### src/rtl/lt_arbiter_pkg.sv
// Shared constants and the {valid, tag} pipeline stage type for lt_arbiter.
// Tags are stored at the widest supported width (N up to 16) and narrowed by the user.
package lt_arbiter_pkg;

  localparam int LT_W           = 32;
  localparam int LT_CMP_LATENCY = 1;
  localparam int STAT_W         = 16;
  localparam int TAG_MAX_W      = 4;

  typedef struct packed {
    logic                 valid;
    logic [TAG_MAX_W-1:0] tag;
  } tag_stage_t;

endpackage

### src/rtl/lt_arbiter_rr_pick.sv
// Combinational round-robin picker: first set request at or after ptr_i (mod N)
// wins; returns a one-hot grant, its encoded index and an any-grant flag.
module rr_pick #(
  parameter int N     = 4,
  parameter int TAG_W = 2
) (
  input  logic [N-1:0]     req_i,
  input  logic [TAG_W-1:0] ptr_i,
  output logic [N-1:0]     gnt_o,
  output logic [TAG_W-1:0] idx_o,
  output logic             any_o
);

  localparam int             PW  = 1 << TAG_W;
  localparam logic [TAG_W:0] N_L = (TAG_W+1)'(N);

  logic [PW-1:0]  req_pad;
  logic [PW-1:0]  gnt_pad;
  logic [TAG_W:0] pos;
  logic           found;
  logic           unused_pad;

  // Request vector is padded to a power of two so the wrapped position indexes it directly.
  always_comb begin
    req_pad          = '0;
    req_pad[N-1:0]   = req_i;
    gnt_pad          = '0;
    idx_o            = '0;
    found            = 1'b0;
    pos              = '0;
    for (int k = 0; k < N; k++) begin
      pos = {1'b0, ptr_i} + (TAG_W+1)'(k);
      if (pos >= N_L) pos = pos - N_L;
      if (!found && req_pad[pos[TAG_W-1:0]]) begin
        found                    = 1'b1;
        gnt_pad[pos[TAG_W-1:0]]  = 1'b1;
        idx_o                    = pos[TAG_W-1:0];
      end
    end
  end

  assign gnt_o      = gnt_pad[N-1:0];
  assign any_o      = found;
  assign unused_pad = ^gnt_pad;

endmodule

### src/rtl/lt_arbiter.sv
// Round-robin sharing of one registered less-than comparator among N requesters,
// with tags carried alongside the comparator latency. LT_ARBITER_STATS_EN adds grant counters.
module lt_arbiter
  import lt_arbiter_pkg::*;
#(
  parameter int N           = 4,
  parameter int W           = LT_W,
  parameter int CMP_LATENCY = LT_CMP_LATENCY,
  parameter int TAG_W       = 2
) (
  input  logic             clk,
  input  logic             rst,
  input  logic [N-1:0]     req_valid,
  input  logic [N*W-1:0]   req_a,
  input  logic [N*W-1:0]   req_b,
  output logic [N-1:0]     req_ready,
  output logic [W-1:0]     cmp_a,
  output logic [W-1:0]     cmp_b,
  input  logic             cmp_z,
  output logic             res_valid,
  output logic [TAG_W-1:0] res_tag,
  output logic             res_z
`ifdef LT_ARBITER_STATS_EN
  ,
  input  logic             stats_clr,
  output logic [N*STAT_W-1:0] grant_count
`endif
);

  // Handshake: requester i transfers on a cycle where req_valid[i] & req_ready[i];
  // req_ready is combinational, one-hot, never held for a requester that drops valid,
  // and results return without backpressure.

  logic [N-1:0]     gnt;
  logic [TAG_W-1:0] gnt_idx;
  logic             gnt_any;
  logic             hs;

  logic [TAG_W-1:0] ptr_q, ptr_d;
  logic [W-1:0]     cmp_a_q, cmp_b_q;
  logic [W-1:0]     sel_a, sel_b;
  tag_stage_t       issue_q;
  tag_stage_t       pipe_q [CMP_LATENCY];
  tag_stage_t       last_stage;
  logic             unused_tag;

  rr_pick #(
    .N     (N),
    .TAG_W (TAG_W)
  ) u_pick (
    .req_i (req_valid),
    .ptr_i (ptr_q),
    .gnt_o (gnt),
    .idx_o (gnt_idx),
    .any_o (gnt_any)
  );

  assign hs        = gnt_any & ~rst;
  assign req_ready = rst ? '0 : gnt;
  assign ptr_d     = (gnt_idx == TAG_W'(N-1)) ? '0 : gnt_idx + TAG_W'(1);

  always_comb begin
    sel_a = '0;
    sel_b = '0;
    for (int i = 0; i < N; i++) begin
      if (gnt[i]) begin
        sel_a = req_a[i*W +: W];
        sel_b = req_b[i*W +: W];
      end
    end
  end

  // issue_q tracks the pair sitting on the comparator inputs; pipe_q follows the
  // comparator's own latency so the tag lines up with cmp_z.
  always_ff @(posedge clk or posedge rst) begin
    if (rst) begin
      ptr_q   <= '0;
      cmp_a_q <= '0;
      cmp_b_q <= '0;
      issue_q <= '0;
      for (int i = 0; i < CMP_LATENCY; i++) pipe_q[i] <= '0;
    end else begin
      if (hs) begin
        ptr_q   <= ptr_d;
        cmp_a_q <= sel_a;
        cmp_b_q <= sel_b;
        issue_q <= '{valid: 1'b1, tag: TAG_MAX_W'(gnt_idx)};
      end else begin
        issue_q <= '0;
      end
      pipe_q[0] <= issue_q;
      for (int i = 1; i < CMP_LATENCY; i++) pipe_q[i] <= pipe_q[i-1];
    end
  end

  assign last_stage = pipe_q[CMP_LATENCY-1];
  assign cmp_a      = cmp_a_q;
  assign cmp_b      = cmp_b_q;
  assign res_valid  = last_stage.valid;
  assign res_tag    = last_stage.tag[TAG_W-1:0];
  assign res_z      = cmp_z;
  assign unused_tag = ^last_stage.tag;

`ifdef LT_ARBITER_STATS_EN
  logic [STAT_W-1:0] cnt_q [N];

  // Synchronous clear wins over a same-cycle grant; counters stick at all-ones.
  always_ff @(posedge clk or posedge rst) begin
    if (rst) begin
      for (int i = 0; i < N; i++) cnt_q[i] <= '0;
    end else if (stats_clr) begin
      for (int i = 0; i < N; i++) cnt_q[i] <= '0;
    end else begin
      for (int i = 0; i < N; i++) begin
        if (hs && gnt[i] && (cnt_q[i] != '1)) cnt_q[i] <= cnt_q[i] + STAT_W'(1);
      end
    end
  end

  for (genvar gi = 0; gi < N; gi++) begin : g_cnt
    assign grant_count[gi*STAT_W +: STAT_W] = cnt_q[gi];
  end
`endif

endmodule

### config.mk
export PLATFORM = sky130hd
export DESIGN_NAME = lt_arbiter
export DESIGN_NICKNAME = d
export VERILOG_FILES = /design/src/rtl/lt_arbiter_pkg.sv /design/src/rtl/lt_arbiter_rr_pick.sv /design/src/rtl/lt_arbiter.sv
export SDC_FILE = /design/constraint.sdc
export NUM_CORES = 1
export LEC_CHECK = 0
export ABC_AREA = 1
export ABC_CLOCK_PERIOD_IN_PS = 2500
export CAP_MARGIN = 30
export CORE_MARGIN = 2
export CORE_UTILIZATION = 35
export CTS_BUF_LIST = sky130_fd_sc_hd__clkbuf_16
export CTS_CLUSTER_SIZE = 40
export DETAILED_ROUTE_END_ITERATION = 7
export DONT_BUFFER_PORTS = 1
export PLACE_DENSITY_LB_ADDON = 0.1
export SYNTH_ARGS = -nofsm -noshare
export SYNTH_HDL_FRONTEND = slang
export SYNTH_HIERARCHICAL = 1
export SYNTH_SLANG_ARGS = --single-unit
### constraint.sdc
create_clock -name clk -period 2.5 [get_ports clk]
set_input_delay 0.5 -clock clk [delete_from_list [all_inputs] [get_ports clk]]
set_output_delay 0.5 -clock clk [all_outputs]
set_load 0.03 [all_outputs]
==> flow_metrics.tcl, run 1 <==
set metrics [dict create \
    final_area_um2 6300 \
    core-area_um2 15700 \
    drtIter0Drc 310 \
    viasPerCell 5.05 \
    clock-sinks 72 \
    hpwl_um 14000 \
    numCtsBuffers 9 \
    synth.avg_cell_area_um2 5.95 \
    drc 0 \
    rsz0062_at_grt "true" \
    ir_worst_vdd_v 0.000809 \
    grt_overflow 0 \
    fin_nets 1198 \
    synth_cell_types 20 \
    p_leak_nw 3.47 \
    vias 5802 \
    fillers 1777 \
    routabilityCongestion 0.869 \
    num_rows 46 \
    numPortBuffers 0 \
    grt_usage_pct 21.7 \
    path_clk_slew_ns 0.05 \
    die_y_um 130 \
    status "finished, final reports clean" \
    synthesis.nets 1204 \
    synth_area_um2 5560 \
    syn2layout_area_growth_pct 13.3 \
    antenna_cells 0 \
    netlist_top_cells_area "dfrtp_1, nand2_1, nor2_1" \
    yosysSeqAreaShare_pct 32.4 \
    fmax_ghz 0.409 \
    end_kind "output pin" \
    power_density_nw_per_um2 2140 \
    io_pins 335 \
    cts_tree "yes" \
    start_util_pct 35.4 \
    period_minus_slack_ns 2.44 \
    crit_type "register to output pin" \
    fin_tns_setup_ns 0 \
    wire_per_inst_um 16.8 \
    finalCritPeriodShare_pct 97.7 \
    hold_violations 0 \
    yosysWarnings 6 \
    detailedRoute.firstPassIterationCount 5 \
    ys_seq_elements 72 \
    clockRootBuffer "clkbuf_16" \
    grt_pass1_vias 5344 \
    grt_max_degree 65 \
    drv_slew 0 \
    wirelength_um 19300 \
    clock_skew_ns 0.00406 \
    dieArea_um2 16900 \
    start_kind "register" \
    yosysTopAreaCell "dfrtp_1" \
    postRouteAntennaNets 0 \
    placed_cell_area_um2 5740 \
    grt_pass1_wl_um 28200 \
    clockBufferDepth 2 \
    drive_gt1_share_pct 10.4 \
    antenna_found_initial 0 \
    synth_top_area_share_pct 32.4 \
    place_ws_ns 0.100 \
    htreeDepth 3 \
    cp_max_fo 5 \
    maxCapViolations 0 \
    tightest_slew_ns 0.548 \
    die_x_um 130 \
    p_total_mw 13.5 \
    worst_slack_ns 0.0579 \
    cp.arrival_ns 1.94 \
    netlist_instances 935 \
    clk_latency_ns 0.33 \
    crit_required_ns 2.00 \
    setup_violations 0 \
    hold_path.class "register to register" \
    slew_headroom_pct 63.4 \
]
-- registers in the layout, summed over array words and instances (netlist names) --
name	count
cmp_a	32
cmp_b	32
issue_q	3
ptr_q	2
res_tag	2
res_valid	1
-- cells in the final DEF, fill, tap and decap left out, drive strengths merged --
cell type,count
a21boi,4
a21oi,71
buf,45
bufinv,1
clkbuf,10
clkinv,5
dfrtp,72
dlygate4sd3,1
ha,6
inv,18
nand2,476
nand3,80
nand4,7
nor2,137
o31ai,1
-- metal layers --
layer  vias to the layer above  GRT usage, %  part of all wire, %
met2                       226          37.3                   49
met4                         0          8.98                  2.5
met3                        30          5.58                  7.9
met1                      2640          25.8                   41
met5                         -             0                    0
li1                       2906             -                    -
-- power breakdown --
part | total, mW | leakage [nW] | switching (mW) | internal (mW)
logic | 9.19 | 2.41 | 5.92 | 3.27
registers | 3.06 | 0.911 | 1.35 | 1.72
clock network | 1.24 | 0.147 | 0.486 | 0.755
total | 13.5 | 3.47 | 7.75 | 5.74
-- final timing paths --
path | cells past startpoint | start | to | slack [ns]
setup reg to reg | 16 | ptr_q[0] | cmp_a[12] | 0.15
hold / removal | 0 | issue_q[1] | res_tag[1] | 0.35
min in group asynchronous | 2 | rst | cmp_b[14] | 0.54
hold reg to reg | 0 | issue_q[1] | res_tag[1] | 0.35
setup / recovery | 10 | ptr_q[0] | req_ready[3] | 0.06
max in group asynchronous | 3 | rst | cmp_a[23] | 1.19
-- metrics by stage --
step	utilization (%)	instances	hold slack, ns
after floorplan	-	935	0.331
after global placement	36.5	1115	0.317
after detailed placement	36.5	1115	0.317
after CTS	38.9	1139	0.349
after global routing	40.1	1150	0.350
final	40.1	1150	0.347
-- worst max-delay path, stage by stage, from the launching register on --
cell	delay, ns
dfrtp_2	0.37
inv_2	0.06
ha_4	0.28
inv_2	0.06
nand3_1	0.09
nand2_2	0.08
nor2_4	0.14
a21oi_1	0.09
nand3_2	0.15
inv_8	0.05
nor2_4	0.24
-- Yosys cell counts, drive strengths merged --
| cell type | count |
|---|---|
| inv | 17 |
| a21oi | 71 |
| dfrtp | 72 |
| a21boi | 4 |
| clkbuf | 3 |
| nor2 | 136 |
| nand2 | 476 |
| nand3 | 80 |
| nand4 | 7 |
| buf | 62 |
| ha | 6 |
| o31ai | 1 |
-- cell families (layout without fill, tap and decap cells) --
family,after synthesis,count (layout),synth area share [%]
flops,72,72,32.4
simple gates,699,700,50.0
fa+ha+maj,6,6,1.35
buf+inv,82,80,9.14
compound gates,76,76,7.07
-- what timing repair did --
item,4_1_cts,5_1_grt
gates cloned,1,1
setup endpoints to repair,4,67
hold endpoints to repair,9,0
resized for setup,11,25
hold buffers,1,0
buffers inserted,6,10
pin swaps,9,14
-- final cells by class --
type	count	area (µm²)	share of cell area [%]
Clock buffer	9	225	3.57
Clock inverter	7	55.1	0.874
Inverter	17	80.1	1.27
Multi-Input combinational cell	782	3390	53.8
Sequential cell	72	1800	28.6
Tap cell	216	270	4.29
Timing Repair Buffer	47	478	7.59
Power figures use the tool's default switching activity.
==> inputs of run 2 (changes only) <==
Settings changed: CELL_PAD_IN_SITES_DETAIL_PLACEMENT set to 0, CELL_PAD_IN_SITES_GLOBAL_PLACEMENT set to 1.
==> run 2 against run 1 <==
Clock skew up 0.00079 ns; fmax down 1.5%; largest power group unchanged; die area unchanged; critical path depth unchanged; highest routed layer unchanged; hold slack worse by 0.16 ns; register-to-register slack better by 0.07 ns; combinational power up 1%; largest cell class unchanged; via count up 1.4%; utilization up 0.15 points.
==> flow_metrics.tcl, run 2 (synthesized netlist as in run 1, its figures left out) <==
set metrics [dict create \
    r2r_end "cmp_b[3]" \
    grt_pass1_vias 5554 \
    fillers 1767 \
    postRouteAntennaNets 0 \
    clockBufferDepth 2 \
    comb_power_share_pct 68.2 \
    drtIter0Drc 323 \
    vias 5883 \
    die_x_um 130 \
    grt_overflow 0 \
    regArea_um2 1800 \
    status "finished, final reports clean" \
    numPortBuffers 0 \
    grt_pass1_wl_um 29400 \
    drive_gt1_share_pct 11.6 \
    rr_startpoint "ptr_q[0]" \
    fmax_ghz 0.403 \
    rsz0062_at_grt "true" \
    final_common_cell "nand2_1" \
    hold_buffers 0 \
    setup_violations 0 \
    power_density_nw_per_um2 2150 \
    antenna_found_initial 0 \
    path_clk_slew_ns 0.06 \
    sequentialPowerShare_pct 22.5 \
    worstRegToRegCells 16 \
    start_util_pct 35.4 \
    detailedRoute.firstPassIterationCount 5 \
    internal_power_mw 5.72 \
    cp_max_fo 6 \
    fin_util_pct 40.3 \
    fin_cells 1153 \
    end_kind "output pin" \
    swShare_pct 57.9 \
    hold_path.class "input port to asynchronous set/reset pin" \
    slew_headroom_pct 66.1 \
    num_rows 46 \
    io_pins 335 \
    fin_nets 1201 \
    rrSetupSlack_ns 0.22 \
    critPathLaunch "ptr_q[0]" \
    clockRootBuffer "clkbuf_16" \
    crit_type "register to output pin" \
    drc 0 \
    grt_max_degree 85 \
    clkPwrFrac_pct 9.2 \
    antenna_cells 0 \
    syn2layout_area_growth_pct 13.8 \
    endpoint "req_ready[3]" \
    period_minus_slack_ns 2.48 \
    hold_violations 0 \
    p_switching_mw 7.88 \
    ir_worst_vdd_v 0.000992 \
    maxCapViolations 0 \
    wire_per_inst_um 17.3 \
    clk_latency_ns 0.34 \
    tightest_slew_ns 0.508 \
    numCtsBuffers 9 \
    hpwl_um 14400 \
    dieArea_um2 16900 \
    clock_skew_ns 0.00486 \
    cp.arrival_ns 1.98 \
    grt_usage_pct 22.7 \
    viasPerCell 5.10 \
    die_y_um 130 \
    routabilityCongestion 0.817 \
    start_kind "register" \
    dpl.cell_count 1115 \
    wirelength_um 20000 \
    cts_tree "yes" \
    p_leak_nw 3.48 \
    htreeDepth 3 \
    clock-sinks 72 \
    core-area_um2 15700 \
    crit_required_ns 2.00 \
    finalCritPeriodShare_pct 99.2 \
    multi_input_area_um2 3440 \
    final_cell_mix "nand2_1, nor2_1, nand3_1, dfrtp_1, a21oi_1" \
    drv_slew 0 \
]
-- run 2: layout make-up --
class                           count  share of cell area, %
Clock buffer                        9                   3.56
Clock inverter                      7                  0.910
Inverter                           17                   1.27
Multi-Input combinational cell    782                   54.3
Sequential cell                    72                   28.5
Tap cell                          216                   4.27
Timing Repair Buffer               50                   7.16
-- run 2: power by group through the flow --
stage	Combinational, mW	Sequential (mW)	Clock (mW)
after floorplan	6.83	2.93	0
after global placement	8.40	3.09	0
after detailed placement	8.56	3.09	0
after CTS	8.90	3.08	1.31
after global routing	10.5	3.12	1.35
final	9.28	3.06	1.26
-- run 2: how the worst min path moves through the flow --
stage	cells past startpoint	slack, ns	from	to
3_5_place_dp	0	0.34	issue_q[4]	res_valid
3_3_place_gp	0	0.34	issue_q[4]	res_valid
4_1_cts	2	0.20	rst	cmp_b[12]
6_report	2	0.19	rst	cmp_b[22]
2_1_floorplan	0	0.33	issue_q[0]	res_tag[0]
5_1_grt	2	0.23	rst	cmp_a[15]
-- run 2: timing repair --
| item | in CTS | in global routing |
|---|---|---|
| gates resized for setup | 19 | 24 |
| setup buffers | 7 | 14 |
| setup endpoints to repair | 4 | 27 |
| pin swaps | 8 | 20 |
| gates cloned | 1 | 0 |
-- run 2: worst max-delay path, cell delays in order (launching register included) --
cell,delay [ns]
dfrtp_2,0.39
inv_4,0.06
ha_4,0.30
inv_4,0.05
nand2_4,0.06
nand2_4,0.06
nor2_4,0.16
nand4_1,0.13
nand3_2,0.14
inv_4,0.06
nor2_4,0.22
-- run 2: per-stage QoR --
stage | instance area, µm² | power, mW | setup WS, ns | hold slack [ns] | setup TNS (ns)
floorplan | 5600 | 9.76 | 0.0134 | 0.331 | 0
global placement | 5700 | 11.5 | 0.150 | 0.337 | 0
detailed placement | 5720 | 11.6 | 0.0907 | 0.336 | 0
CTS | 6130 | 13.3 | -0.00548 | 0.197 | -0.00548
global route | 6320 | 15.0 | -0.0979 | 0.227 | -0.315
finish | 6320 | 13.6 | 0.0208 | 0.190 | 0
-- run 2: layer usage --
layer / share of wire, % / GRT usage (%) / up-vias / routed length, µm
li1: - / - / 2917 / -
met1: 38 / 26.2 / 2685 / 7650
met2: 51 / 40.3 / 249 / 10200
met3: 7.9 / 5.33 / 32 / 1590
met4: 2.7 / 9.30 / 0 / 530
met5: 0 / 0 / - / 0
==> RTL change 1 (settings of run 1) <==
Change the package constant `LT_CMP_LATENCY` from 1 to 2.
--- a/src/rtl/lt_arbiter_pkg.sv
+++ b/src/rtl/lt_arbiter_pkg.sv
@@ -4,5 +4,5 @@
 
   localparam int LT_W           = 32;
-  localparam int LT_CMP_LATENCY = 1;
+  localparam int LT_CMP_LATENCY = 2;
   localparam int STAT_W         = 16;
   localparam int TAG_MAX_W      = 4;
Check against the original RTL: not equivalent (Yosys sat finds a counterexample within 4 cycles, from zero or initial values and one cycle with rst high).
==> RTL change 1 against run 1 <==
The run now ends with setup timing left; final area rose by 1.2%; area after synthesis rose by 1.6%; register-to-register slack improved by 0.02 ns; critical endpoint is now req_ready[2]; die area rose by 1.6%; global-route usage fell by 0.25 points; routed wire length rose by 2.6%; critical path type unchanged; worst setup slack got worse by 0.090 ns; total power rose by 1.9%; synthesized cell count rose by 0.53%; clock skew rose by 0.0041 ns; sequential cell count rose by 3; combinational power rose by 1%; cell count barely moved.
==> RTL change 1: results (changes against run 1) <==
* TritonCTS Buffers at 9 (unchanged)
* Global Route Usage Sum at 21.4% (-0.25 points)
* First-pass GRT wire length at 28,400 um (+0.68%)
* Pleak at 3.47 nW (about the same)
* Fillers at 1,753 (-1.4%)
* Final WS setup at -0.0320 ns (-0.0899 ns)
* Initial antenna violation count at 1 (+1)
* Critical path's largest stage delay at 0.43 ns (+0.06 ns)
* Pre-antenna DRT Iters at 4 (-1)
* Root Driver: clkbuf_16
* Sequential area share after synthesis at 33.2% (+0.81 points)
* Worst setup path class: flop to primary output
* Dpl hpwl at 13,800 um (-1.2%)
* Final #Nets at 1,196 (-0.17%)
* Worst-Margin Slew at 0.557 ns (+0.00852 ns)
* CTS max path bufs at 2 (unchanged)
* Final setup vio count at 1 (+1)
* Via density at 5.11 (+1.2%)
* Post-synthesis cell type count at 20 (unchanged)
* Switching power total at 0.00787 W (+1.6%)
* Ys flop type: dfrtp_1
* Status: finished with violations
* Post-synth top cells: nand2_1 (469), nor2_1 (135), nand3_1 (78)
* IO buf count at 0 (unchanged)
* Wire per inst at 17.2 um (+2.7%)
* Failing checks: setup timing
* Placer Congestion at 0.837 (-3.6%)
* Hold crit path type: input pin to asynchronous set/reset pin
* CP Capture Point: req_ready[2]
* Path depth of the worst reg2reg path at 17 (+1)
* R2R setup slack at 0.17 ns (+0.02 ns)
* Share of cells above drive strength 1 at 10.6% (+0.24 points)
* Setup tns final at -0.0320 ns (-0.0320 ns)
* R2R Path Start: ptr_q[0]$_DFFE_PP0P_
* Crit-path leading delay family: flip-flops
* Layout Skew at 0.00818 ns (+0.00412 ns)
* Mapped Nets at 1,209 (+0.42%)
* Top cells by area, synth: dfrtp_1 (33%), nand2_1 (31%), nor2_1 (9.0%)
* Worst R2R End: cmp_b[20]$_DFFE_PP0P_
* Vias in the first global route at 5,290 (-1.0%)
* Hold WS at 0.167 ns (-0.181 ns)
* Maximum vdd drop at 1.87 mV (+130%)
* DR iter-0 viols at 321 (+3.5%)
[RTL change 1: cell types whose count changed after synthesis, sizes merged]
cell          run 1  this run
buf              62        64
dfrtp            72        75
[RTL change 1: metal layers]
metal / GRT usage (%) / part of all wire, % / up-vias
met5: 0 / 0 / -
met4: 6.26 / 1.5 / 0
met3: 5.70 / 8.6 / 29
met2: 37.8 / 51 / 246
met1: 25.6 / 39 / 2689
li1: - / - / 2905
[RTL change 1: logic make-up after synthesis]
| group | share of synthesized area, % |
|---|---|
| DFF | 33.2 |
| and+or+nand+nor | 49.2 |
| AOI/OAI and AO/OA | 6.95 |
| buffers and inverters | 9.26 |
| adders and majority gates | 1.33 |
[RTL change 1: worst register-to-register path, delay by kind of cell, from the launching register on]
family          cells  cell delay (ns)
simple gates       10             0.90
buf+inv             5             0.58
flops               1             0.39
fa+ha+maj           1             0.31
compound gates      1             0.09
[RTL change 1: layout make-up]
| class | count | area, sq um | area share [%] |
|---|---|---|---|
| clock buffer | 9 | 225 | 3.53 |
| tap | 216 | 270 | 4.24 |
| sequential | 75 | 1880 | 29.4 |
| clock inverter | 7 | 68.8 | 1.08 |
| antenna | 1 | 2.50 | 0.0392 |
| timing repair buffer | 42 | 455 | 7.14 |
| inverter | 17 | 77.6 | 1.22 |
| multi-input combinational | 782 | 3400 | 53.3 |
[RTL change 1: repair_timing]
action / 4_1_cts / 5_1_grt
buffers inserted: 7 / 9
endpoints found under the setup margin: 4 / 57
pin swaps: 8 / 18
cloned: 1 / 0
resized for setup: 11 / 22
[RTL change 1: through the flow]
stage	util, %	cell area [sq um]	total power [W]	cells	setup WS (ns)
4_1_cts	39.4	6240	0.0135	1139	0.00220
3_3_place_gp	36.9	5840	0.0118	1115	0.183
6_report	40.3	6380	0.0137	1149	-0.0320
5_1_grt	40.3	6380	0.0152	1149	-0.0909
2_1_floorplan	-	5690	0.00984	940	0.0134
3_5_place_dp	36.9	5840	0.0119	1115	0.128
[RTL change 1: power by group through the flow]
stage	combinational, W	sequential, W	clock [W]
after floorplan	0.00686	0.00298	0
after global placement	0.00869	0.00316	0
after detailed placement	0.00872	0.00315	0
after CTS	0.00904	0.00314	0.00134
after global routing	0.0106	0.00318	0.00140
final	0.00932	0.00312	0.00130
==> RTL change 2 (flow settings as in run 1) <==
Made on the original files. Add a define of `LT_ARBITER_STATS_EN`.
--- a/src/rtl/lt_arbiter.sv
+++ b/src/rtl/lt_arbiter.sv
@@ -1,4 +1,6 @@
 // Round-robin sharing of one registered less-than comparator among N requesters,
 // with tags carried alongside the comparator latency. LT_ARBITER_STATS_EN adds grant counters.
+`define LT_ARBITER_STATS_EN
+
 module lt_arbiter
   import lt_arbiter_pkg::*;
Ports: changed (added grant_count and stats_clr); port bits go from 335 to 400. No check against the original RTL was run, so the function may have changed too.
==> RTL change 2 against run 1 <==
The flow now finishes with violations (setup timing); global-route usage rose by 3.1 points; combinational power is 2% higher; final area up 73%; sequential cell count is 64 higher; first-iteration DRC count grew 150%; synthesized cell count up 41%; sequential share of layout area is 2.6 points higher; area after synthesis up 63%; core utilization up 3.0 points; total power is 24% higher; routed wire length up 89%; worst setup slack got worse by 0.18 ns; cell count up 48%; critical path type unchanged; largest cell class unchanged; highest routed layer unchanged.
==> RTL change 2: results (changes against run 1) <==
* Largest net degree at the start of global routing at 137 (+110%)
* CTS H-tree depth at 4 (+1)
* DR vias at 9,515 (+64%)
* Worst R2R End: cmp_b[2]$_DFFE_PP0N_
* Crit-path leading delay family: buffers and inverters
* DR iter-0 viols at 765 (+150%)
* Final WS setup at -0.120 ns (-0.178 ns)
* Hold WS at 0.206 ns (-0.141 ns)
* CP Data Arrival Time at 2.12 ns (+0.18 ns)
* Wire per inst at 21.4 um (+28%)
* Maximum vdd drop at 0.856 mV (+5.7%)
* Dpl hpwl at 25,600 um (+84%)
* CP Capture Point: req_ready[2]
* Max FO, Critical Path at 9 (+4)
* Mapped Cells at 1,318 (+41%)
* Global Route Usage Sum at 24.8% (+3.1 points)
* Post-synth top cells: nand2_1 (509), dfrtp_1 (136), nand3_1 (127)
* Pre-antenna DRT Iters at 6 (+1)
* Initial antenna violation count at 6 (+6)
* Setup tns final at -0.365 ns (-0.365 ns)
* First-pass GRT wire length at 51,500 um (+82%)
* Post-CTS Setup Bufs at 12 (+6)
* Reg clk slew, reported paths at 0.08 ns (+0.03 ns)
* Critical Path Start: ptr_q[0]$_DFFE_PP0N_
* Failing checks: setup timing
* Final setup vio count at 4 (+4)
* R2R setup slack at 0.07 ns (-0.08 ns)
* Placer Congestion at 0.915 (+5.3%)
* TritonCTS Buffers at 17 (+8)
* Status: finished with violations
* Share of cells above drive strength 1 at 14.3% (+3.9 points)
* Pleak at 4.74 nW (+37%)
* Slew headroom at 49.2% (-14 points)
* Critical path's largest stage delay at 0.43 ns (+0.06 ns)
* Clk Latency, worst-skew pair at 0.42 ns (+0.09 ns)
* Post-synthesis cell type count at 34 (+70%)
RTL change 2: cell count changes after synthesis, sizes merged, moves of 27 or more:
cell	before	now
a21oi	71	12
a31oi	0	59
o21ai	0	79
nand3	80	129
o22ai	0	59
inv	17	81
clkbuf	3	30
nand2	476	519
dfrtp	72	136
nor2	136	92
RTL change 2: report_power, final:
part / switching, W / leakage [nW] / internal [W]
clock network: 0.00108 / 0.282 / 0.00157
logic: 0.00585 / 2.72 / 0.00352
registers: 0.00186 / 1.74 / 0.00286
RTL change 2: routing by layer:
metal | up-vias | track usage [%] | wire [um]
met1 | 4516 | 31.8 | 14900
met4 | 0 | 9.25 | 1130
met2 | 470 | 39.7 | 17600
met5 | - | 0 | 0
li1 | 4464 | - | -
met3 | 65 | 6.93 | 2870
RTL change 2: cells by family (layout without fill, tap and decap cells):
kind of cell / after synthesis / in the layout / synth area share (%)
buf+inv: 150 / 193 / 7.03
other cells: 0 / 6 / 0
fa+ha+maj: 10 / 10 / 1.38
flops: 136 / 136 / 37.5
simple gates: 776 / 779 / 37.4
xor+xnor: 23 / 23 / 2.22
compound gates: 223 / 223 / 14.4
RTL change 2: stage by stage:
step           utilization (%)  cell area [sq um]  setup slack [ns]
4_1_cts                   41.8              10600            -0.151
6_report                  43.1              10900            -0.120
5_1_grt                   43.1              10900            -0.210
3_3_place_gp              38.6               9770           -0.0716
3_5_place_dp              38.6               9770           -0.0709
2_1_floorplan                -               9110           0.00499
RTL change 2: cell type report:
type | count | area [sq um]
clock inverters | 15 | 175
clock buffers | 17 | 425
repair buffers | 79 | 903
well taps | 330 | 413
multi-input cells | 1035 | 5240
diodes | 6 | 15.0
fillers | 2599 | 14400
inverters | 82 | 328
flip-flops and latches | 136 | 3410
